===== src/rtl/ex_muldiv_pkg.sv =====
// Shared constants for the iterative multiply/divide unit: op encodings
// (also used by ID decode) and FSM state encodings.
package ex_muldiv_pkg;

   typedef logic [1:0] md_op_t;

   localparam md_op_t MD_MULT  = 2'b00;
   localparam md_op_t MD_MULTU = 2'b01;
   localparam md_op_t MD_DIV   = 2'b10;
   localparam md_op_t MD_DIVU  = 2'b11;

   localparam logic [1:0] ST_IDLE = 2'b00;
   localparam logic [1:0] ST_RUN  = 2'b01;
   localparam logic [1:0] ST_FIX  = 2'b10;
   localparam logic [1:0] ST_DONE = 2'b11;

   function automatic logic md_is_div(input md_op_t op);
      return (op == MD_DIV) || (op == MD_DIVU);
   endfunction

   function automatic logic md_is_signed(input md_op_t op);
      return (op == MD_MULT) || (op == MD_DIV);
   endfunction

endpackage


===== src/rtl/ex_muldiv_if.sv =====
// Request/result bundle between the EX stage (master) and the mul/div unit (slave).
interface ex_muldiv_if
   import ex_muldiv_pkg::*;
#(
   parameter int WIDTH = 32
);
   logic             start_i;
   md_op_t           op_i;
   logic [WIDTH-1:0] opa_i;
   logic [WIDTH-1:0] opb_i;
   logic             annul_i;
   logic             busy_o;
   logic             done_o;
   logic [WIDTH-1:0] hi_o;
   logic [WIDTH-1:0] lo_o;
   logic             dbz_o;

   modport master (
      output start_i, op_i, opa_i, opb_i, annul_i,
      input  busy_o, done_o, hi_o, lo_o, dbz_o
   );

   modport slave (
      input  start_i, op_i, opa_i, opb_i, annul_i,
      output busy_o, done_o, hi_o, lo_o, dbz_o
   );

endinterface


===== src/rtl/ex_muldiv_core.sv =====
// One iteration of the datapath: shift-add multiply step or restoring-divide
// trial subtract, both through a single WIDTH+1 bit adder with carry out.
module ex_muldiv_core #(
   parameter int WIDTH = 32
) (
   input  logic             i_is_div,
   input  logic [WIDTH-1:0] i_hi,
   input  logic [WIDTH-1:0] i_lo,
   input  logic [WIDTH-1:0] i_opnd,
   output logic [WIDTH-1:0] o_hi,
   output logic [WIDTH-1:0] o_lo
);

   logic [WIDTH:0]   w_shift;
   logic [WIDTH:0]   w_a;
   logic [WIDTH:0]   w_b;
   logic             w_cin;
   logic [WIDTH+1:0] w_sum;
   logic             w_carry;

   always_comb begin
      w_shift = {i_hi, i_lo[WIDTH-1]};
      if (i_is_div) begin
         // subtract via add of the complement; carry out means no borrow
         w_a   = w_shift;
         w_b   = ~{1'b0, i_opnd};
         w_cin = 1'b1;
      end else begin
         w_a   = {1'b0, i_hi};
         w_b   = i_lo[0] ? {1'b0, i_opnd} : '0;
         w_cin = 1'b0;
      end
   end

   assign w_sum   = {1'b0, w_a} + {1'b0, w_b} + {{(WIDTH+1){1'b0}}, w_cin};
   assign w_carry = w_sum[WIDTH+1];

   always_comb begin
      if (i_is_div) begin
         o_hi = w_carry ? w_sum[WIDTH-1:0] : w_shift[WIDTH-1:0];
         o_lo = {i_lo[WIDTH-2:0], w_carry};
      end else begin
         o_hi = w_sum[WIDTH:1];
         o_lo = {w_sum[0], i_lo[WIDTH-1:1]};
      end
   end

endmodule


===== src/rtl/ex_muldiv.sv =====
// Iterative MULT/MULTU/DIV/DIVU unit beside EX: FSM, iteration counter,
// sign pre/post conditioning and the registered HI/LO result.
//
//   state | meaning
//   IDLE  | waiting for start_i
//   RUN   | WIDTH iterations of the core, counter 0..WIDTH-1
//   FIX   | sign correction, result captured on exit
//   DONE  | done_o high, result valid; start_i re-accepts
module ex_muldiv
   import ex_muldiv_pkg::*;
#(
   parameter int WIDTH = 32
) (
   input logic        clk,
   input logic        rst,
   ex_muldiv_if.slave bus
);

   localparam int CW = $clog2(WIDTH) + 1;

   logic [1:0]         r_state;
   logic [1:0]         w_state_nxt;
   logic [CW-1:0]      r_cnt;
   logic [WIDTH-1:0]   r_hi;
   logic [WIDTH-1:0]   r_lo;
   logic [WIDTH-1:0]   r_opnd;
   logic               r_is_div;
   logic               r_neg_q;
   logic               r_neg_r;
   logic               r_busy;
   logic               r_done;
   logic               r_dbz;
   logic [WIDTH-1:0]   r_res_hi;
   logic [WIDTH-1:0]   r_res_lo;

   logic               w_idle_or_done;
   logic               w_accept;
   logic               w_dbz;
   logic               w_op_div;
   logic               w_op_signed;
   logic               w_a_neg;
   logic               w_b_neg;
   logic [WIDTH-1:0]   w_a_mag;
   logic [WIDTH-1:0]   w_b_mag;
   logic [WIDTH-1:0]   w_core_hi;
   logic [WIDTH-1:0]   w_core_lo;
   logic [2*WIDTH-1:0] w_prod;
   logic [2*WIDTH-1:0] w_prod_fix;
   logic [WIDTH-1:0]   w_quo_fix;
   logic [WIDTH-1:0]   w_rem_fix;
   logic               w_last_iter;
   logic               w_finish;

   assign w_op_div       = md_is_div(bus.op_i);
   assign w_op_signed    = md_is_signed(bus.op_i);
   assign w_a_neg        = w_op_signed & bus.opa_i[WIDTH-1];
   assign w_b_neg        = w_op_signed & bus.opb_i[WIDTH-1];
   assign w_a_mag        = w_a_neg ? -bus.opa_i : bus.opa_i;
   assign w_b_mag        = w_b_neg ? -bus.opb_i : bus.opb_i;

   assign w_idle_or_done = (r_state == ST_IDLE) || (r_state == ST_DONE);
   assign w_accept       = bus.start_i & ~bus.annul_i & w_idle_or_done;
   assign w_dbz          = w_accept & w_op_div & (bus.opb_i == '0);
   assign w_last_iter    = (r_cnt == CW'(WIDTH - 1));
   assign w_finish       = (r_state == ST_FIX) & ~bus.annul_i;

   always_comb begin
      w_state_nxt = r_state;
      if (bus.annul_i) begin
         w_state_nxt = ST_IDLE;
      end else begin
         case (r_state)
            ST_IDLE, ST_DONE: begin
               if (w_dbz)
                  w_state_nxt = ST_DONE;
               else if (w_accept)
                  w_state_nxt = ST_RUN;
               else
                  w_state_nxt = ST_IDLE;
            end
            ST_RUN:  w_state_nxt = w_last_iter ? ST_FIX : ST_RUN;
            ST_FIX:  w_state_nxt = ST_DONE;
            default: w_state_nxt = ST_IDLE;
         endcase
      end
   end

   ex_muldiv_core #(.WIDTH(WIDTH)) u_core (
      .i_is_div (r_is_div),
      .i_hi     (r_hi),
      .i_lo     (r_lo),
      .i_opnd   (r_opnd),
      .o_hi     (w_core_hi),
      .o_lo     (w_core_lo)
   );

   // r_neg_q doubles as "product negative" for multiplies
   assign w_prod     = {r_hi, r_lo};
   assign w_prod_fix = r_neg_q ? -w_prod : w_prod;
   assign w_quo_fix  = r_neg_q ? -r_lo : r_lo;
   assign w_rem_fix  = r_neg_r ? -r_hi : r_hi;

   always_ff @(posedge clk or posedge rst) begin
      if (rst) begin
         r_state  <= ST_IDLE;
         r_cnt    <= '0;
         r_hi     <= '0;
         r_lo     <= '0;
         r_opnd   <= '0;
         r_is_div <= 1'b0;
         r_neg_q  <= 1'b0;
         r_neg_r  <= 1'b0;
         r_busy   <= 1'b0;
         r_done   <= 1'b0;
         r_dbz    <= 1'b0;
         r_res_hi <= '0;
         r_res_lo <= '0;
      end else begin
         r_state <= w_state_nxt;
         r_busy  <= (w_state_nxt == ST_RUN) || (w_state_nxt == ST_FIX);
         r_done  <= (w_state_nxt == ST_DONE);

         if (w_accept) begin
            r_cnt    <= '0;
            r_hi     <= '0;
            r_lo     <= w_op_div ? w_a_mag : w_b_mag;
            r_opnd   <= w_op_div ? w_b_mag : w_a_mag;
            r_is_div <= w_op_div;
            r_neg_q  <= w_a_neg ^ w_b_neg;
            r_neg_r  <= w_a_neg;
         end else if (r_state == ST_RUN) begin
            r_cnt <= r_cnt + CW'(1);
            r_hi  <= w_core_hi;
            r_lo  <= w_core_lo;
         end

         if (w_dbz) begin
            r_res_hi <= bus.opa_i;
            r_res_lo <= '1;
            r_dbz    <= 1'b1;
         end else if (w_finish) begin
            r_res_hi <= r_is_div ? w_rem_fix : w_prod_fix[2*WIDTH-1:WIDTH];
            r_res_lo <= r_is_div ? w_quo_fix : w_prod_fix[WIDTH-1:0];
            r_dbz    <= 1'b0;
         end
      end
   end

   assign bus.busy_o = r_busy;
   assign bus.done_o = r_done;
   assign bus.hi_o   = r_res_hi;
   assign bus.lo_o   = r_res_lo;
   assign bus.dbz_o  = r_dbz;

endmodule

===== src/flat_wrapper.sv =====
// flat-port wrapper written by rule: the top's interface ports become plain ports
module ex_muldiv_flat import ex_muldiv_pkg::*;
#(
   parameter int WIDTH = 32
)
  (clk, rst, bus_start_i, bus_op_i, bus_opa_i, bus_opb_i, bus_annul_i, bus_busy_o, bus_done_o, bus_hi_o, bus_lo_o, bus_dbz_o);
  ex_muldiv_if #(.WIDTH(WIDTH)) bus_i ();
  input logic clk;
  input logic rst;
  input wire logic [$bits(bus_i.start_i)-1:0] bus_start_i;
  input wire logic [$bits(bus_i.op_i)-1:0] bus_op_i;
  input wire logic [$bits(bus_i.opa_i)-1:0] bus_opa_i;
  input wire logic [$bits(bus_i.opb_i)-1:0] bus_opb_i;
  input wire logic [$bits(bus_i.annul_i)-1:0] bus_annul_i;
  output wire logic [$bits(bus_i.busy_o)-1:0] bus_busy_o;
  output wire logic [$bits(bus_i.done_o)-1:0] bus_done_o;
  output wire logic [$bits(bus_i.hi_o)-1:0] bus_hi_o;
  output wire logic [$bits(bus_i.lo_o)-1:0] bus_lo_o;
  output wire logic [$bits(bus_i.dbz_o)-1:0] bus_dbz_o;
  assign bus_i.start_i = bus_start_i;
  assign bus_i.op_i = bus_op_i;
  assign bus_i.opa_i = bus_opa_i;
  assign bus_i.opb_i = bus_opb_i;
  assign bus_i.annul_i = bus_annul_i;
  assign bus_busy_o = bus_i.busy_o;
  assign bus_done_o = bus_i.done_o;
  assign bus_hi_o = bus_i.hi_o;
  assign bus_lo_o = bus_i.lo_o;
  assign bus_dbz_o = bus_i.dbz_o;
  ex_muldiv #(.WIDTH(WIDTH)) u_core (.clk(clk), .rst(rst), .bus(bus_i));
endmodule

===== config.mk =====
export PLATFORM = sky130hd
export DESIGN_NAME = ex_muldiv_flat
export DESIGN_NICKNAME = d
export VERILOG_FILES = /design/src/rtl/ex_muldiv_pkg.sv /design/src/rtl/ex_muldiv_if.sv /design/src/rtl/ex_muldiv_core.sv /design/src/rtl/ex_muldiv.sv /design/src/flat_wrapper.sv
export SDC_FILE = /design/constraint.sdc
export NUM_CORES = 1
export LEC_CHECK = 0
export CAP_MARGIN = 5
export CORE_MARGIN = 2
export CORE_UTILIZATION = 50
export DETAILED_ROUTE_END_ITERATION = 7
export PLACE_DENSITY = 0.74
export SLEW_MARGIN = 20
export SYNTH_ARGS = -nofsm -noshare
export SYNTH_HDL_FRONTEND = slang
export SYNTH_SLANG_ARGS = --single-unit

===== constraint.sdc =====
create_clock -name clk -period 5.5 [get_ports clk]
set_input_delay 0.825 -clock clk [delete_from_list [all_inputs] [get_ports clk]]
set_output_delay 0.825 -clock clk [all_outputs]
set_load 0.01 [all_outputs]

* Word level (Yosys, flattened, before mapping)
Cells that the tools add are included.
W data, S select, Z words.
** Storage, ports and cells
- Flip-flop bits (word level) :: 174
- Input bits :: 70
- Output and inout port bits :: 67
- Logic and storage cells :: 83
** Cells by class
- $add $sub $neg :: 8
- Equal/unequal tests :: 9
- Muxes and demuxes :: 33
- Bitwise logic cells :: 10
- Reductions and logical operators :: 10
** Operator list (count)
- $mux W32 :: 20
- $neg A32 Y32 :: 4
- $mux W33 :: 2
- $mux W64 :: 1
- $neg A64 Y64 :: 1
- $add A33 B33 Y34 :: 1
- $add A34 B1 Y34 :: 1
- $not A32 Y33 :: 1
- $logic_not A32 Y1 :: 1
- $eq A2 B2 Y1 const B :: 6
- $mux W6 :: 2
- $and A1 B1 Y1 :: 7
- $add A6 B1 Y6 const B :: 1
- $eq A6 B5 Y1 const B :: 1
- $mux W2 :: 3
- $pmux W2 S3 :: 1
- $eq A2 B1 Y1 const B :: 2
- $logic_not A2 Y1 :: 2
- $logic_or A1 B1 Y1 :: 4
- $mux W1 :: 4
- $reduce_bool A2 Y1 :: 2
- $reduce_or A2 Y1 :: 1
- $not A1 Y1 :: 1
- $xor A1 B1 Y1 :: 1

* Longest topological paths before layout
- Depth after elaboration :: 10
- Depth in mapped cells :: 18
- Depth with buffers taken out :: 14

* By module
From an unflattened synthesis, not the netlist that was laid out.
** Unflattened totals
- Cells, all modules :: 1770
- Area, all modules :: 14422.6 um2
** Modules (own cells, without submodules)
- ex_muldiv :: times used 1, cells an instance 1265, area an instance 10832.9 um2, seq. area each 4354.2 um2
- ex_muldiv_core :: times used 1, cells an instance 505, area an instance 3589.7 um2, seq. area each 0.0 um2

* Worst setup path after synthesis
OpenSTA, ideal clock, no wires.
- Kind :: register to register
- From :: register u_core.r_is_div
- To :: register u_core.r_hi[29]
- Library setup time :: 83 ps
- Arrival :: 4116 ps
- Data required time :: 5417 ps
- Slack :: 1301 ps
- Cell stages (with the launch flop) :: 15
- Path buffers :: 3
- Period minus slack after synthesis :: 4199 ps
- Path through :: dfrtp_1 > clkbuf_1 > clkbuf_1 > clkbuf_1 > o21ai_0 > fa_1 > fa_1 > a211oi_1 > o211ai_1 > a311oi_1 > a21oi_1 > a311oi_1 > o21ai_0 > a32o_1 > o21ai_0
** On the way
- Word-level cells in the longest chain between the ends :: 7
- Elaborated cells on any way between the ends :: 9
- Those cells by class :: 2 x add/sub; 7 x mux
** Ends and longest elaborated chain
- from (decl) :: line ex_muldiv.sv:27 : logic r_is_div;
- from (signal assigned) :: line ex_muldiv.sv:128 : r_is_div <= w_op_div;
- $mux W33 :: line ex_muldiv_core.sv:23 : if (i_is_div) begin
- $add A33 B33 Y34 :: line ex_muldiv_core.sv:35 : assign w_sum = {1'b0, w_a} + {1'b0, w_b} + {{(WIDTH+1){1'b0}}, w_cin};
- $add A34 B1 Y34 :: line ex_muldiv_core.sv:35
- $mux W32 :: line ex_muldiv_core.sv:40 : o_hi = w_carry ? w_sum[WIDTH-1:0] : w_shift[WIDTH-1:0];
- $mux W32 (*) :: line ex_muldiv_core.sv:39 : if (i_is_div) begin
- $mux W32 (*) :: line ex_muldiv.sv:131 : end else if (r_state == ST_RUN) begin
- $mux W32 (*) :: line ex_muldiv.sv:123 : if (w_accept) begin
- to (signal assigned) :: line ex_muldiv.sv:133 : r_hi <= w_core_hi;
- to (decl) :: line ex_muldiv.sv:24 : logic [WIDTH-1:0] r_hi;
Mark *: on every way between the ends. The rest lies on a longest branch, timed or not. The select of a mux whose other input is x is not followed.
A chain may end at the register's enable or synchronous reset.

* Worst setup path after layout
- From :: register u_core.r_is_div
- To :: register u_core.r_hi[12]
The elaborated chain is that of the path after synthesis.

==> impl_metrics.toml <==
[drt]
ant_nets = 0
vias_per_cell = 6.38
drc = 1
num_vias = 13600
first_iter_violations = 1635
finalWirelength_um = 45800
dr.pass1.iters = 8
wl_per_cell_um = 21.4

[power_and_ir_drop]
p_leak_nw = 6.31
powerDensity_nw_per_um2 = 383
power.internal_w = 0.00326
peakVddDrop_v = 0.000190
clkPwrFrac_pct = 21.6
switchingPower_w = 0.00280
p_seq_share_pct = 32.4
sw_frac_of_total_pct = 46.2
power_w = 0.00606
p_comb_share_pct = 46.1

[logic_synthesis]
yosys.cell_types.count = 74
synth_seq_area_share_pct = 31.7
syn-num-nets = 1861
syn-mean-instance-area_um2 = 7.86
yosysTopAreaCellShare_pct = 31.7
synth-seq-cells = 174
netlist_area_um2 = 13800
synth-async-reset-ratio_pct = 100
synth_warnings = 0
netlist_top_cells_area = "dfrtp_1, o21ai_0, nand2_1, a21oi_1, xor2_1"
synthFlopType = "dfrtp_1"
synth_edf_count = 0
yosys.area.top_type = "dfrtp_1"
syn_inst = 1749

[floorplanning]
die_area_um2 = 28800
die_w_um = 170
io_pins = 137
die_h_um = 170
coreArea_um2 = 27000
rows = 60
start_util_pct = 51.0

[grt]
gr-total-overflow = 0
grt_max_degree = 175
antenna_found_initial = 0
grt_pass1_wl_um = 70600
grt_pass1_vias = 12300
grtUsageTotal_pct = 31.5

[place]
placed_area_um2 = 15200
hpwl_um = 34100
io_buffers = 136
finalWeightedCongestion = 0.957
placedCellCount = 2106

[timing]
hold_slack_ns = 0.505
tns_ns = 0
setup_violations = 0
tightest_slew_ns = 1.08
slew_violations = 0
skew_ns = 0.0193
min_period_ns = 4.67
rsz0062_at_grt = "false"
hold_viol_final = 0
slew_headroom_pct = 27.8
fmax_ghz = 0.214
period_share_pct = 84.9

[cts]
clk_latency_ns = 0.45
cts_tree = "yes"
clk_path_buf_depth = 2
cts_buffers = 17
cts_hold_buffers = 0
cts.htree.levels = 4
cts.sinks = 174
clkSlewWorstSetupHoldPaths_ns = 0.08
ctsResizeCount = 0
root_buffer = "clkbuf_16"
cts_setup_buffers = 0

[cells_and_area]
fin_area_um2 = 15800
drive_above_1_share_pct = 6.29
area_growth_syn_to_layout_pct = 14.9
antennaDiodeCount = 0
nets = 1896
final_cell_count_no_fill = 2138
fill_cells = 2444

[worst_setup_path]
crit_chain = "inv_1 > buf_4 > o21ai_0 > ha_1 > and4_1 > nand3_1 > a2111o_1 > a211oi_1 > nor4_4 > nand2_1 > buf_4 > o22ai_1 > o21ai_0"
worstPathArrival_ns = 5.03
crit_type = "flip-flop to flip-flop"
crit_path_start_kind = "flip-flop"
slowest_delay_ns = 0.58
slowest_stage = "dfrtp_4"
required_ns = 5.86
end_kind = "flip-flop"
path_max_fanout = 26

[run]
drv_cap = 0

[outcome]
status = "complete, but fails checks"
violations = "design-rule violations"

[worst_hold_path]
hold_path_class = "flip-flop to flip-flop"
[sequential cells by signal, indices dropped and copies added (netlist names)]
register / cells
u_core.r_state: 2
u_core.r_hi: 32
u_core.bus.done_o: 1
u_core.bus.busy_o: 1
u_core.bus.hi_o: 32
u_core.r_lo: 32
u_core.r_opnd: 32
u_core.bus.lo_o: 32
u_core.r_is_div: 1
u_core.bus.dbz_o: 1
u_core.r_cnt: 6
u_core.r_neg_q: 1
u_core.r_neg_r: 1
[path summary, 6_finish.rpt]
kind | startpoint | endpoint | slack [ns] | cells after the start
max | u_core.r_is_div | u_core.r_hi[12] | 0.83 | 13
min | u_core.r_opnd[9] | u_core.r_opnd[9] | 0.50 | 2
max reg2reg | u_core.r_is_div | u_core.r_hi[12] | 0.83 | 13
min reg2reg | u_core.r_opnd[9] | u_core.r_opnd[9] | 0.50 | 2
max in group asynchronous | rst | u_core.r_is_div | 3.69 | 3
min in group asynchronous | rst | u_core.bus.lo_o[27] | 0.92 | 3
[logic make-up (layout without fill, tap and decap cells)]
logic type / after synthesis / in the layout / share of synthesized area [%]
AO/OA/AOI/OAI: 587 / 587 / 26.0
AND/OR/NAND/NOR: 569 / 569 / 19.3
adder cells (fa/ha/maj): 42 / 42 / 3.93
buffers and inverters: 166 / 214 / 4.74
multiplexers: 70 / 70 / 5.36
XOR/XNOR: 141 / 141 / 8.98
flip-flops: 174 / 174 / 31.7
[power groups by stage]
stage | clock [W] | combinational (W) | sequential [W]
3_5_place_dp | 0 | 0.00271 | 0.00196
5_1_grt | 0.00137 | 0.00306 | 0.00199
3_3_place_gp | 0 | 0.00267 | 0.00195
6_report | 0.00131 | 0.00279 | 0.00196
4_1_cts | 0.00131 | 0.00274 | 0.00193
2_1_floorplan | 0 | 0.00219 | 0.00170
[area by class of cell]
cell class / instances / area [um^2] / share of cell area [%]
clock buffers: 17 / 425 / 2.69
clock inverters: 15 / 196 / 1.24
inverters: 28 / 109 / 0.689
multi-input cells: 1409 / 8780 / 55.6
flip-flops and latches: 174 / 4360 / 27.6
well taps: 341 / 427 / 2.70
repair buffers: 154 / 1500 / 9.52
[metal layers]
| layer | vias to the layer above | GRT usage (%) | wire length [um] |
|---|---|---|---|
| met5 | - | 0 | 0 |
| met4 | 0 | 11.0 | 1530 |
| met3 | 84 | 4.21 | 3710 |
| met2 | 647 | 48.5 | 20300 |
| met1 | 6509 | 45.5 | 20300 |
| li1 | 6393 | - | - |
[per-stage QoR]
stage | util (%) | worst slack [ns]
2_1_floorplan | - | 1.30
3_3_place_gp | 56.3 | 1.09
3_5_place_dp | 56.3 | 0.975
4_1_cts | 58.6 | 0.941
5_1_grt | 58.6 | 0.570
6_report | 58.6 | 0.833
[Yosys cell counts, types with 5 or more instances]
cell and n:
o31ai_1 27, ha_1 40, nor4_1 12, nand3_1 25, or4_1 18, buf_2 17, nor2b_1 11, mux2_2 29
or3_1 21, dfrtp_1 174, mux2i_1 41, clkbuf_1 110, o211ai_1 73, xor2_1 83, nand4_1 13, o221ai_1 26
nor3_1 30, o21ai_0 206, buf_1 10, nor2_1 129, o41ai_1 11, inv_1 27, a21oi_1 150, xnor2_1 58
nand2b_1 10, a211oi_1 8, o21ai_1 9, o21a_1 5, nand2_1 261, a31oi_1 19, o22ai_1 7, and3_1 8
a21o_1 12
[critical path: cells and delay by family (launching register included)]
kind | cells | cell delay, ns
DFF | 1 | 0.58
buffers and inverters | 3 | 1.12
and+or+nand+nor | 4 | 0.90
AOI/OAI and AO/OA | 5 | 1.53
adders and majority gates | 1 | 0.42
[layout by cell type (no fill, tap or decap), types with 4 or more instances in the layout]
master / Yosys / routed
nand2_1: 261 / 261
o21ai_0: 206 / 206
dfrtp_1: 174 / 172
a21oi_1: 150 / 150
clkdlybuf4s50_1: 0 / 135
nor2_1: 129 / 127
xor2_1: 83 / 83
o211ai_1: 73 / 73
xnor2_1: 58 / 58
mux2i_1: 41 / 41
ha_1: 40 / 39
nor3_1: 30 / 30
mux2_2: 29 / 29
o31ai_1: 27 / 27
inv_1: 27 / 26
o221ai_1: 26 / 26
nand3_1: 25 / 25
or3_1: 21 / 21
a31oi_1: 19 / 19
or4_1: 18 / 18
clkbuf_16: 0 / 17
buf_4: 0 / 17
nand4_1: 13 / 13
a21o_1: 12 / 12
nor4_1: 12 / 11
o41ai_1: 11 / 11
nand2b_1: 10 / 9
o21ai_1: 9 / 9
nor2b_1: 11 / 8
and3_1: 8 / 8
a211oi_1: 8 / 8
o22ai_1: 7 / 7
o21a_1: 5 / 5
clkinv_8: 0 / 5
nor4_2: 4 / 4
or2_2: 4 / 4
inv_8: 0 / 4
Note: power is estimated with default switching activity, not from simulation.
